$ cat src/rtl/dl_frame_tx.sv
// dl_frame_tx: periodic framed telemetry transmitter (8N1 UART) for the delay-line TDC.
// Latency: a frame starts the cycle after each report tick; measurements land in the holding register one cycle after meas_valid.
// Backpressure: none; ticks that arrive while a frame is in flight are dropped, and strobes arriving while the held value is still unsent bump a saturating drop count.
//
// Ports:
//   clk10m      system clock, all logic on the rising edge
//   rst         synchronous active-high reset
//   meas_valid  one-cycle strobe qualifying meas_data
//   meas_data   TDC measurement (MEAS_W bits)
//   txd         UART serial output, idles high
//   busy        high while a frame is being shifted out
//   frame_done  one-cycle pulse on the cycle after the last stop bit
//
// Optional feature: define DL_FRAME_CSUM_EN to append a checksum byte
// (sum modulo 256 of status and payload bytes, sync byte excluded).
module dl_frame_tx #(
    parameter int         SYSTEM_FREQ = 10000000,
    parameter int         TARGET_FREQ = 30,
    parameter int         BAUD        = 115200,
    parameter int         MEAS_W      = 16,
    parameter logic [7:0] SYNC_BYTE   = 8'hAA
) (
    input  logic              clk10m,
    input  logic              rst,
    input  logic              meas_valid,
    input  logic [MEAS_W-1:0] meas_data,
    output logic              txd,
    output logic              busy,
    output logic              frame_done
);

    localparam int TICK_DIV     = SYSTEM_FREQ / TARGET_FREQ;
    localparam int CLKS_PER_BIT = SYSTEM_FREQ / BAUD;
    localparam int NBYTES       = (MEAS_W + 7) / 8;
    localparam int PAY_W        = NBYTES * 8;
`ifdef DL_FRAME_CSUM_EN
    localparam int CSUM_BYTES   = 1;
`else
    localparam int CSUM_BYTES   = 0;
`endif
    localparam int FRAME_BYTES  = 2 + NBYTES + CSUM_BYTES;

    localparam int TW = $clog2(TICK_DIV + 1);
    localparam int CW = $clog2(CLKS_PER_BIT + 1);
    localparam int BW = $clog2(FRAME_BYTES + 1);

    localparam logic [TW-1:0] TICK_LAST = TW'(TICK_DIV - 1);
    localparam logic [CW-1:0] CLK_LAST  = CW'(CLKS_PER_BIT - 1);
    localparam logic [BW-1:0] BYTE_LAST = BW'(FRAME_BYTES - 1);
    localparam logic [6:0]    DROP_MAX  = 7'd127;

    typedef enum logic [1:0] {
        IDLE,
        START,
        DATA,
        STOP
    } state_t;

    // ------------------------------------------------------------------
    // Report-rate tick: free-running, phase restarts on reset.
    // ------------------------------------------------------------------
    logic [TW-1:0] tick_cnt;
    logic          tick;

    assign tick = (tick_cnt == TICK_LAST);

    always_ff @(posedge clk10m) begin
        if (rst) begin
            tick_cnt <= '0;
        end else if (tick) begin
            tick_cnt <= '0;
        end else begin
            tick_cnt <= tick_cnt + TW'(1);
        end
    end

    // ------------------------------------------------------------------
    // Transmit FSM state
    // ------------------------------------------------------------------
    state_t        state, state_n;
    logic [CW-1:0] clk_cnt, clk_cnt_n;
    logic [2:0]    bit_idx, bit_idx_n;
    logic [BW-1:0] byte_idx, byte_idx_n;
    logic          done_n;
    logic          txd_n;
    logic          frame_start;

    assign frame_start = (state == IDLE) && tick;
    assign busy        = (state != IDLE);

    // ------------------------------------------------------------------
    // Capture and freshness/drop accounting. A frame start snapshots the
    // pre-edge values and restarts accounting; a coincident strobe then
    // becomes the first fresh sample of the next reporting interval.
    // ------------------------------------------------------------------
    logic [MEAS_W-1:0] hold;
    logic              fresh;
    logic [6:0]        drop;
    logic [PAY_W-1:0]  frm_data;
    logic              frm_fresh;
    logic [6:0]        frm_drop;
    logic [7:0]        status;

    assign status = {frm_fresh, frm_drop};

    always_ff @(posedge clk10m) begin
        if (rst) begin
            hold      <= '0;
            fresh     <= 1'b0;
            drop      <= '0;
            frm_data  <= '0;
            frm_fresh <= 1'b0;
            frm_drop  <= '0;
        end else if (frame_start) begin
            frm_data  <= PAY_W'(hold);
            frm_fresh <= fresh;
            frm_drop  <= drop;
            drop      <= '0;
            fresh     <= meas_valid;
            if (meas_valid) begin
                hold <= meas_data;
            end
        end else if (meas_valid) begin
            hold  <= meas_data;
            fresh <= 1'b1;
            if (fresh && (drop != DROP_MAX)) begin
                drop <= drop + 7'd1;
            end
        end
    end

`ifdef DL_FRAME_CSUM_EN
    logic [7:0] csum;

    always_comb begin
        csum = status;
        for (int k = 0; k < NBYTES; k++) begin
            csum = csum + frm_data[k*8 +: 8];
        end
    end
`endif

    // ------------------------------------------------------------------
    // Next-state logic
    // ------------------------------------------------------------------
    always_comb begin
        state_n    = state;
        clk_cnt_n  = clk_cnt;
        bit_idx_n  = bit_idx;
        byte_idx_n = byte_idx;
        done_n     = 1'b0;

        case (state)
            IDLE: begin
                if (tick) begin
                    state_n    = START;
                    clk_cnt_n  = '0;
                    byte_idx_n = '0;
                end
            end
            START: begin
                if (clk_cnt == CLK_LAST) begin
                    state_n   = DATA;
                    clk_cnt_n = '0;
                    bit_idx_n = '0;
                end else begin
                    clk_cnt_n = clk_cnt + CW'(1);
                end
            end
            DATA: begin
                if (clk_cnt == CLK_LAST) begin
                    clk_cnt_n = '0;
                    if (bit_idx == 3'd7) begin
                        state_n = STOP;
                    end else begin
                        bit_idx_n = bit_idx + 3'd1;
                    end
                end else begin
                    clk_cnt_n = clk_cnt + CW'(1);
                end
            end
            STOP: begin
                if (clk_cnt == CLK_LAST) begin
                    clk_cnt_n = '0;
                    if (byte_idx == BYTE_LAST) begin
                        state_n = IDLE;
                        done_n  = 1'b1;
                    end else begin
                        state_n    = START;
                        byte_idx_n = byte_idx + BW'(1);
                    end
                end else begin
                    clk_cnt_n = clk_cnt + CW'(1);
                end
            end
            default: begin
                state_n = IDLE;
            end
        endcase
    end

    // Byte selected by the upcoming byte index; frame registers are already
    // loaded by the time any data bit of the frame is driven.
    logic [7:0] cur_byte;

    always_comb begin
        cur_byte = SYNC_BYTE;
        if (byte_idx_n == BW'(1)) begin
            cur_byte = status;
        end
        for (int k = 0; k < NBYTES; k++) begin
            if (byte_idx_n == BW'(k + 2)) begin
                cur_byte = frm_data[k*8 +: 8];
            end
        end
`ifdef DL_FRAME_CSUM_EN
        if (byte_idx_n == BW'(NBYTES + 2)) begin
            cur_byte = csum;
        end
`endif
    end

    // txd is registered from the next state so the line never glitches.
    always_comb begin
        txd_n = 1'b1;
        case (state_n)
            START:   txd_n = 1'b0;
            DATA:    txd_n = cur_byte[bit_idx_n];
            default: txd_n = 1'b1;
        endcase
    end

    always_ff @(posedge clk10m) begin
        if (rst) begin
            state      <= IDLE;
            clk_cnt    <= '0;
            bit_idx    <= '0;
            byte_idx   <= '0;
            txd        <= 1'b1;
            frame_done <= 1'b0;
        end else begin
            state      <= state_n;
            clk_cnt    <= clk_cnt_n;
            bit_idx    <= bit_idx_n;
            byte_idx   <= byte_idx_n;
            txd        <= txd_n;
            frame_done <= done_n;
        end
    end

endmodule

$ cat config.mk
export PLATFORM = sky130hd
export DESIGN_NAME = dl_frame_tx
export DESIGN_NICKNAME = d
export VERILOG_FILES = /design/src/rtl/dl_frame_tx.sv
export SDC_FILE = /design/constraint.sdc
export NUM_CORES = 1
export LEC_CHECK = 0
export CAP_MARGIN = 20
export CORE_MARGIN = 10
export CORE_UTILIZATION = 25
export DETAILED_ROUTE_END_ITERATION = 6
export PLACE_DENSITY = 0.51
export SYNTH_ARGS = -nofsm -noshare
export SYNTH_HDL_FRONTEND = slang
export SYNTH_SLANG_ARGS = --single-unit
$ cat constraint.sdc
create_clock -name clk10m -period 2.7 [get_ports clk10m]
set_clock_uncertainty 0.15 [all_clocks]
set_input_delay 0.27 -clock clk10m [delete_from_list [all_inputs] [get_ports clk10m]]
set_output_delay 0.27 -clock clk10m [all_outputs]
set_load 0.005 [all_outputs]
[After elaboration in Yosys (flattened, before gate mapping)]
Index checks and enable logic that the tools add are counted.
Word-level totals
  register bits: 84
  input bits: 19
  output and inout port bits: 3
  word-level logic and storage cells: 72
Cells by class
  add/sub/neg operators: 5
  order comparisons: 1
  eq/ne operators: 14
  multiplexer cells: 27
  bitwise operators: 2
  reduce and logical (&&, ||, !) cells: 10
Operators by type and width (count)
  2-to-1 mux 8 bit: 3
  adder 19 x 1 -> 19 bit, second input constant: 1
  == test 19 bit, second input constant: 1
  2-to-1 mux 3 bit: 6
  adder 7 x 1 -> 7 bit, second input constant: 2
  2-to-1 mux 7 bit: 2
  one-hot mux 7 bit (2 select lines): 1
  one-hot mux 3 bit (2 select lines): 2
  2-to-1 mux 2 bit: 5
  == test 3 x 2 -> 1 bit, second input constant: 3
  one-hot mux 2 bit (4 select lines): 1
  == test 7 bit, second input constant: 1
  != test 7 bit, second input constant: 1
  adder 3 x 1 -> 3 bit, second input constant: 2
  == test 2 bit, second input constant: 3
  OR reduction 3 bit: 2
  2-to-1 mux 1 bit: 5
  == test 2 x 1 -> 1 bit, second input constant: 2
  < comparator 3 x 4 -> 1 bit, second input constant: 1
  nonzero test 2 bit: 2
  OR reduction 2 bit: 2
  binary-select mux 1 bit (select 3 bit): 1
  == test 3 x 1 -> 1 bit, second input constant: 1
  == test 3 bit, second input constant: 1
  6 further kinds: 8

[Longest topological paths before layout]
Gate-level depths: netlist (run 1).
  word-level depth: 11
  depth in mapped cells: 13
  depth with buffers taken out: 11

[Worst setup path before layout (run 1)]
No wires, ideal clock.
  kind: flip-flop to flip-flop
  start: register state[0]
  end: register txd
  setup time: 128 ps
  data arrival time: 2535 ps
  data required time: 2422 ps
  path slack: -113 ps
  stages on the path, launching flop included: 10
  path buffers: 1
  period minus slack after synthesis: 2813 ps
  cells stage by stage: dfxtp_1 > inv_1 > ha_1 > clkbuf_1 > nand2_1 > a221oi_1 > nor2_1 > o41a_1 > o21bai_1 > o211ai_2
On the way
  cells in the longest elaborated chain, start to end: 9
  elaborated cells on any way between the ends: 23
  classes of those cells: eq/ne: 8; mux: 14; reduce/logical: 1
RTL lines
  start, declared: RTL line 80  | state_t state, state_n;
  start signal, assigned: RTL line 242  | state <= state_n;
  == test 2 bit / zero test 2 bit (equally long branches): RTL line 153  | case (state)
  one-hot mux 3 bit (2 select lines): RTL line 153
  == test 3 x 1 -> 1 bit: RTL line 208  | if (byte_idx_n == BW'(1)) begin
  2-to-1 mux 8 bit: RTL line 208
  2-to-1 mux 8 bit (2 in series): RTL line 212  | if (byte_idx_n == BW'(k + 2)) begin
  binary-select mux 1 bit (select 3 bit): RTL line 228  | DATA: txd_n = cur_byte[bit_idx_n];
  2-to-1 mux 1 bit (not written as such): RTL line 228
  one-hot mux 1 bit (2 select lines) (*): RTL line 226  | case (state_n)
  end signal, assigned: RTL line 246  | txd <= txd_n;
  end, declared: RTL line 27  | output logic txd,
Every way passes the cells marked *; elsewhere a longest branch is shown, timed or not. The select of a mux whose other input is x is not followed.
A chain may end at the register's enable or synchronous reset.

[Worst setup path in the final report (run 1)]
  start: register tick_cnt[3]
  end: register txd
On the way
  cells in the longest elaborated chain, start to end: 10
  elaborated cells on any way between the ends: 16
  classes of those cells: eq/ne: 6; mux: 10
RTL lines
  start, declared: RTL line 62  | logic [TW-1:0] tick_cnt;
  start signal, assigned: RTL line 73  | tick_cnt <= tick_cnt + TW'(1);
  == test 19 bit (*): RTL line 65  | assign tick = (tick_cnt == TICK_LAST);
  2-to-1 mux 3 bit: RTL line 155  | if (tick) begin
  one-hot mux 3 bit (2 select lines): RTL line 153
  == test 3 x 1 -> 1 bit: RTL line 208
  2-to-1 mux 8 bit: RTL line 208
  2-to-1 mux 8 bit (2 in series): RTL line 212
  binary-select mux 1 bit (select 3 bit): RTL line 228
  2-to-1 mux 1 bit (not written as such): RTL line 228
  one-hot mux 1 bit (2 select lines) (*): RTL line 226
Marked as above.

==> flow_summary.json, run 1 <==
{
  "status": "finished, final reports clean",
  "p_leak_nw": 1.85,
  "place.gp.congestion": 0.851,
  "crit_path_max_fanout": 4,
  "clock_path_buffers": 2,
  "grt_pass1_vias": 3264,
  "timing.slew.headroom_pct": 61.5,
  "crit_arrival_ns": 2.74,
  "clock_latency_ns": 0.35,
  "path_cells": "or4b_2 > o311ai_2 > nand3_2 > and3_1 > o31ai_2 > a2bb2oi_1 > o2111ai_2 > o211ai_2",
  "place_worst_setup_slack_ns": -0.0865,
  "drc": 0,
  "dieWidth_microns": 145,
  "finalHoldViolCount": 0,
  "cts_hold_buf": 0,
  "routed_wirelength_microns": 9050,
  "cts-root-buf": "clkbuf_16",
  "setup-violations-final": 0,
  "post-cts-setup-buffers": 0,
  "fp.coreArea_sq_um": 15300,
  "crit_path_start_kind": "register",
  "hp-start": "rst",
  "slew_violations": 0,
  "synth_area_sq_um": 3890,
  "yosys.cell_types.count": 65,
  "critPathLaunch": "tick_cnt[3]",
  "initial_core_util_pct": 25.5,
  "finalNetCount": 544,
  "grt_pass1_wl_microns": 15400,
  "dieArea_sq_um": 21000,
  "synthCells": 463,
  "drtAntennaViolNets": 0,
  "dp_hpwl_microns": 6400,
  "cts_made_buffers": 9,
  "vias_per_cell": 4.53,
  "h-tree-depth": 3,
  "via_count": 3303,
  "avgSynthCellArea_sq_um": 8.41,
  "fin_util_pct": 32.4,
  "p_per_area_nw_per_um2": 544,
  "hold_path.class": "primary input to register",
  "firstDrtPassIters": 4,
  "yosys_warnings": 0,
  "portBuffers": 21,
  "postLayoutSetupSlackWorst_ns": 0.0435,
  "slowest_stage": "or4b_2",
  "rr_startpoint": "tick_cnt[3]",
  "max_freq_ghz": 0.376,
  "fillers": 1633,
  "drt_iter0_markers": 141,
  "hold-worst-slack_ns": 0.0834,
  "grt_use_total_pct": 9.21,
  "io_pins": 22,
  "cts_tree": "yes",
  "ys_top_cells_by_area": "dfxtp_1, nand2_1, nor2_1",
  "cp_slowest_stage_delay_ns": 0.69,
  "antenna_found_initial": 0,
  "rows": 45,
  "ys_seq_area_share_pct": 43.2,
  "yosys_register_bits": 84,
  "synth_area_leader_cell": "dfxtp_1",
  "wl_per_cell_microns": 12.4,
  "period_share_pct": 98.4,
  "synth-edff-count": 0,
  "grt_max_degree": 56,
  "yosysTopAreaCellShare_pct": 43.2,
  "area_growth_pct": 27.0,
  "multi_input_area_sq_um": 2140,
  "worst_setup_path_end_kind": "register",
  "diodes": 0,
  "fin_crit_ns": 2.66,
  "drive_gt1_share_pct": 15.8,
  "ys_async_sr_fraction_pct": 0,
  "clock_sinks": 84,
  "seqCellArea_sq_um": 1680,
  "rsz0062_at_grt": "true",
  "die_h_microns": 145,
  "final_common_cell": "dfxtp_1",
  "worst_pin_slew_ns": 0.578,
  "clk_pin_slew_ns": 0.07,
  "cap_violations": 0,
  "ir_drop_v": 0.000345,
  "crit_required_ns": 2.78,
  "critPathKind": "register to register",
  "synthFlopType": "dfxtp_1",
  "final_cell_mix": "dfxtp_1, nand2_1, nor2_1, buf_4, a21oi_1",
  "overflow": 0,
  "synth_nets": 493
}
==> power breakdown <==
| part | internal, mW | switching, mW |
|---|---|---|
| clock network | 0.720 | 0.521 |
| logic | 0.0825 | 0.0877 |
| registers | 1.26 | 0.0137 |
| total | 2.07 | 0.623 |
==> per-stage QoR <==
stage	instance area, sq um	power (mW)	setup TNS (ns)	instances
final	4940	2.69	0	729
after global routing	4940	2.80	-0.135	729
after CTS	4920	2.74	0	729
after detailed placement	4610	1.48	-0.0865	714
after global placement	4610	1.47	0	714
after floorplan	3920	1.40	0	463
==> synth_stat cells (2+ instances only) <==
| library cell | n |
|---|---|
| nand2_1 | 73 |
| dfxtp_1 | 84 |
| nand4b_1 | 2 |
| inv_1 | 9 |
| nor3_1 | 15 |
| a21oi_1 | 37 |
| or3_1 | 3 |
| xnor2_1 | 7 |
| nor4b_1 | 3 |
| o21a_1 | 2 |
| nand3_1 | 16 |
| nor2_1 | 63 |
| mux2i_1 | 21 |
| and2_1 | 4 |
| ha_1 | 11 |
| a2bb2oi_1 | 2 |
| nand4_1 | 3 |
| xor2_1 | 14 |
| buf_2 | 2 |
| buf_1 | 2 |
| o21ai_0 | 12 |
| and3_1 | 14 |
| a31oi_1 | 5 |
| and4_1 | 2 |
| o21ai_1 | 2 |
| clkbuf_1 | 16 |
==> per-layer routing <==
layer  GRT usage, %  vias up  routed length [microns]  share of wire (%)
li1               -     1718                        -                  -
met1           11.6     1531                     4600                 51
met2           14.0       42                     3960                 44
met3           2.64       12                      306                3.4
met4           4.47        0                      179                2.0
met5              0        -                        0                  0
==> worst max-delay path, delay by kind of cell, from the launching register on <==
family / cells / cell delay (ns)
AO/OA/AOI/OAI: 5 / 1.01
AND/OR/NAND/NOR: 3 / 1.06
flip-flops: 1 / 0.32
==> registers in the layout, indices dropped and copies added, names as in the netlist <==
register    cells
state           2
frm_drop        7
frm_fresh       1
drop            7
bit_idx         3
txd             1
frame_done      1
hold           16
frm_data       16
tick_cnt       19
byte_idx        3
fresh           1
clk_cnt         7
==> logic make-up (layout without fill, tap and decap cells) <==
| family | after synthesis | count (layout) | synth area share (%) |
|---|---|---|---|
| AOI/OAI and AO/OA | 82 | 82 | 14.1 |
| xor gates and xnor gates | 21 | 21 | 4.73 |
| adders and majority gates | 11 | 11 | 3.54 |
| buffers and inverters | 31 | 86 | 3.25 |
| DFF | 84 | 84 | 43.2 |
| muxes | 21 | 21 | 5.40 |
| and+or+nand+nor | 213 | 213 | 25.8 |
==> final timing paths <==
path | depth (start not counted) | to | slack, ns
hold reg to reg | 2 | frm_data[13] | 0.30
hold / removal | 2 | clk_cnt[5] | 0.08
setup reg to reg | 8 | txd | 0.04
setup / recovery | 8 | txd | 0.04
==> area by class of cell <==
class / count / share of cell area, %
clock buffers: 9 / 4.56
multi-input cells: 348 / 43.2
clock inverters: 6 / 1.47
well taps: 211 / 5.34
repair buffers: 61 / 10.6
inverters: 10 / 0.759
flip-flops and latches: 84 / 34.1
==> timing repair <==
action                     in CTS  in global routing
pin swaps                       1                  1
resized for setup               3                  6
setup endpoints to repair       1                  1
Power figures use the tool's default switching activity.
==> run 2, diff against run 1 <==
--- a/config.mk
+++ b/config.mk
@@ -10,6 +10,7 @@
 export CORE_UTILIZATION = 25
 export DETAILED_ROUTE_END_ITERATION = 6
 export PLACE_DENSITY = 0.51
+export SKIP_LAST_GASP = 1
 export SYNTH_ARGS = -nofsm -noshare
 export SYNTH_HDL_FRONTEND = slang
 export SYNTH_SLANG_ARGS = --single-unit
==> flow_summary.json, run 2 (synthesis gave the netlist of run 1 again) <==
{
  "drc": 0,
  "cp_slowest_stage_delay_ns": 0.69,
  "hp-start": "rst",
  "crit_path_max_fanout": 4,
  "regMostFlops": "tick_cnt",
  "pwr-share-clk_pct": 46.2,
  "path_cells": "or4b_2 > o311ai_2 > nand3_2 > and3_1 > o31ai_2 > a2bb2oi_1 > o2111ai_2 > o211ai_2",
  "drive_gt1_share_pct": 15.6,
  "max_freq_ghz": 0.377,
  "intPower_mw": 2.07,
  "fp.coreArea_sq_um": 15300,
  "clock_sinks": 84,
  "largest_reg_flops": 19,
  "p_leak_nw": 1.85,
  "antenna_found_initial": 0,
  "clock_latency_ns": 0.35,
  "crit_required_ns": 2.78,
  "via_count": 3305,
  "p_per_area_nw_per_um2": 545,
  "p_total_mw": 2.69,
  "hold-worst-slack_ns": 0.0834,
  "seqCellArea_sq_um": 1680,
  "finalHoldViolCount": 0,
  "setup-violations-final": 0,
  "p_sw_mw": 0.623,
  "grt_use_total_pct": 9.21,
  "portBuffers": 21,
  "dieWidth_microns": 145,
  "clk_pin_slew_ns": 0.07,
  "switching_share_pct": 23.2,
  "worst_pin_slew_ns": 0.578,
  "rr_startpoint": "tick_cnt[3]",
  "timing.slew.headroom_pct": 61.5,
  "dp_hpwl_microns": 6400,
  "postLayoutSetupSlackWorst_ns": 0.0441,
  "cts_hold_buf": 0,
  "fin_crit_ns": 2.66,
  "period_share_pct": 98.4,
  "firstDrtPassIters": 4,
  "routed_wirelength_microns": 9030,
  "status": "finished, final reports clean",
  "whs_path_depth": 2,
  "h-tree-depth": 3,
  "slowest_stage": "or4b_2",
  "initial_core_util_pct": 25.5,
  "reg2reg_slack_ns": 0.04,
  "r2r_end": "txd",
  "ir_drop_v": 0.000345,
  "rsz0062_at_grt": "true",
  "reg.largest.list": "tick_cnt: 19 flops, frm_data: 16 flops, hold: 16 flops",
  "worstHoldEndpoint": "clk_cnt[5]",
  "drtAntennaViolNets": 0,
  "slew_violations": 0,
  "final_cell_mix": "dfxtp_1, nand2_1, nor2_1, buf_4, a21oi_1",
  "place_worst_setup_slack_ns": -0.0865,
  "vias_per_cell": 4.53,
  "crit_arrival_ns": 2.74,
  "clock_path_buffers": 2,
  "crit_path_start_kind": "register",
  "grt_pass1_wl_microns": 15400,
  "cts-root-buf": "clkbuf_16",
  "grt_max_degree": 56,
  "wl_per_cell_microns": 12.4,
  "area_growth_pct": 26.8,
  "critPathKind": "register to register",
  "cts_made_buffers": 9,
  "rows": 45,
  "dieArea_sq_um": 21000,
  "diodes": 0,
  "setup_tns_ns": 0,
  "reg2reg_depth": 8,
  "cts_tree": "yes",
  "die_h_microns": 145,
  "overflow": 0,
  "io_pins": 22,
  "fin_util_pct": 32.3,
  "place.gp.congestion": 0.851,
  "drt_iter0_markers": 140,
  "seqPwrFrac_pct": 47.5,
  "multi_input_area_sq_um": 2130,
  "final_common_cell": "dfxtp_1",
  "p_comb_share_pct": 6.3,
  "cap_violations": 0,
  "worst_setup_path_end_kind": "register",
  "finalNetCount": 544,
  "hold_path.class": "primary input to register",
  "grt_pass1_vias": 3264,
  "fillers": 1636
}
-- run 2: cell types whose count changed in the layout (fill, tap and decap cells not counted) --
| cell | change |
|---|---|
| a31oi_2 | -1 |
| a31oi_1 | +1 |
-- run 2: cell type report --
cell class                      instances  share of cell area (%)
Inverter                               10                   0.760
Timing Repair Buffer                   61                    10.6
Clock buffer                            9                    4.56
Sequential cell                        84                    34.1
Tap cell                              211                    5.35
Clock inverter                          6                    1.47
Multi-Input combinational cell        348                    43.2
-- run 2: per-stage QoR --
step / cells / area (sq um)
6_report: 729 / 4940
5_1_grt: 729 / 4940
4_1_cts: 729 / 4920
3_5_place_dp: 714 / 4610
2_1_floorplan: 463 / 3920
3_3_place_gp: 714 / 4610
-- run 2: power groups by stage --
stage | sequential [mW] | combinational [mW] | clock, mW
4_1_cts | 1.28 | 0.172 | 1.29
3_5_place_dp | 1.31 | 0.171 | 0
5_1_grt | 1.28 | 0.189 | 1.33
6_report | 1.28 | 0.170 | 1.24
2_1_floorplan | 1.31 | 0.0931 | 0
3_3_place_gp | 1.31 | 0.169 | 0
-- run 2: per-layer routing --
metal	part of all wire [%]	GRT usage (%)	wire [microns]	up-vias
li1	-	-	-	1717
met5	0	0	0	-
met3	3.4	2.64	308	12
met2	44	14.0	3950	44
met1	51	11.6	4590	1532
met4	2.0	4.47	179	0
-- run 2: critical path: cells and delay by family, from the launching register on --
kind	cells	cell delay, ns
AND/OR/NAND/NOR	3	1.06
AO/OA/AOI/OAI	5	1.01
flip-flops	1	0.32
-- run 2: worst max path at each step --
| stage | to | cells past startpoint | slack, ns | from |
|---|---|---|---|---|
| 2_1_floorplan | txd | 13 | 0.005 | tick_cnt[0] |
| 3_3_place_gp | txd | 11 | 0.01 | tick_cnt[1] |
| 3_5_place_dp | txd | 11 | -0.09 | tick_cnt[1] |
| 4_1_cts | txd | 12 | 0.03 | tick_cnt[1] |
| 5_1_grt | txd | 12 | -0.14 | tick_cnt[1] |
| 6_report | txd | 8 | 0.04 | tick_cnt[3] |
-- run 2: timing repair --
item | CTS | global route
pin swaps | 1 | 1
buffers inserted | 0 | 0
gates resized for setup | 3 | 5
endpoints found under the setup margin | 1 | 1
==> run 3, diff against run 2 <==
--- a/config.mk
+++ b/config.mk
@@ -8,6 +8,7 @@
 export CAP_MARGIN = 20
 export CORE_MARGIN = 10
 export CORE_UTILIZATION = 25
+export CTS_CLUSTER_DIAMETER = 120
 export DETAILED_ROUTE_END_ITERATION = 6
 export PLACE_DENSITY = 0.51
 export SKIP_LAST_GASP = 1
==> results of run 3 <==
Final layout, timing and power as in run 2 (identical DEF).
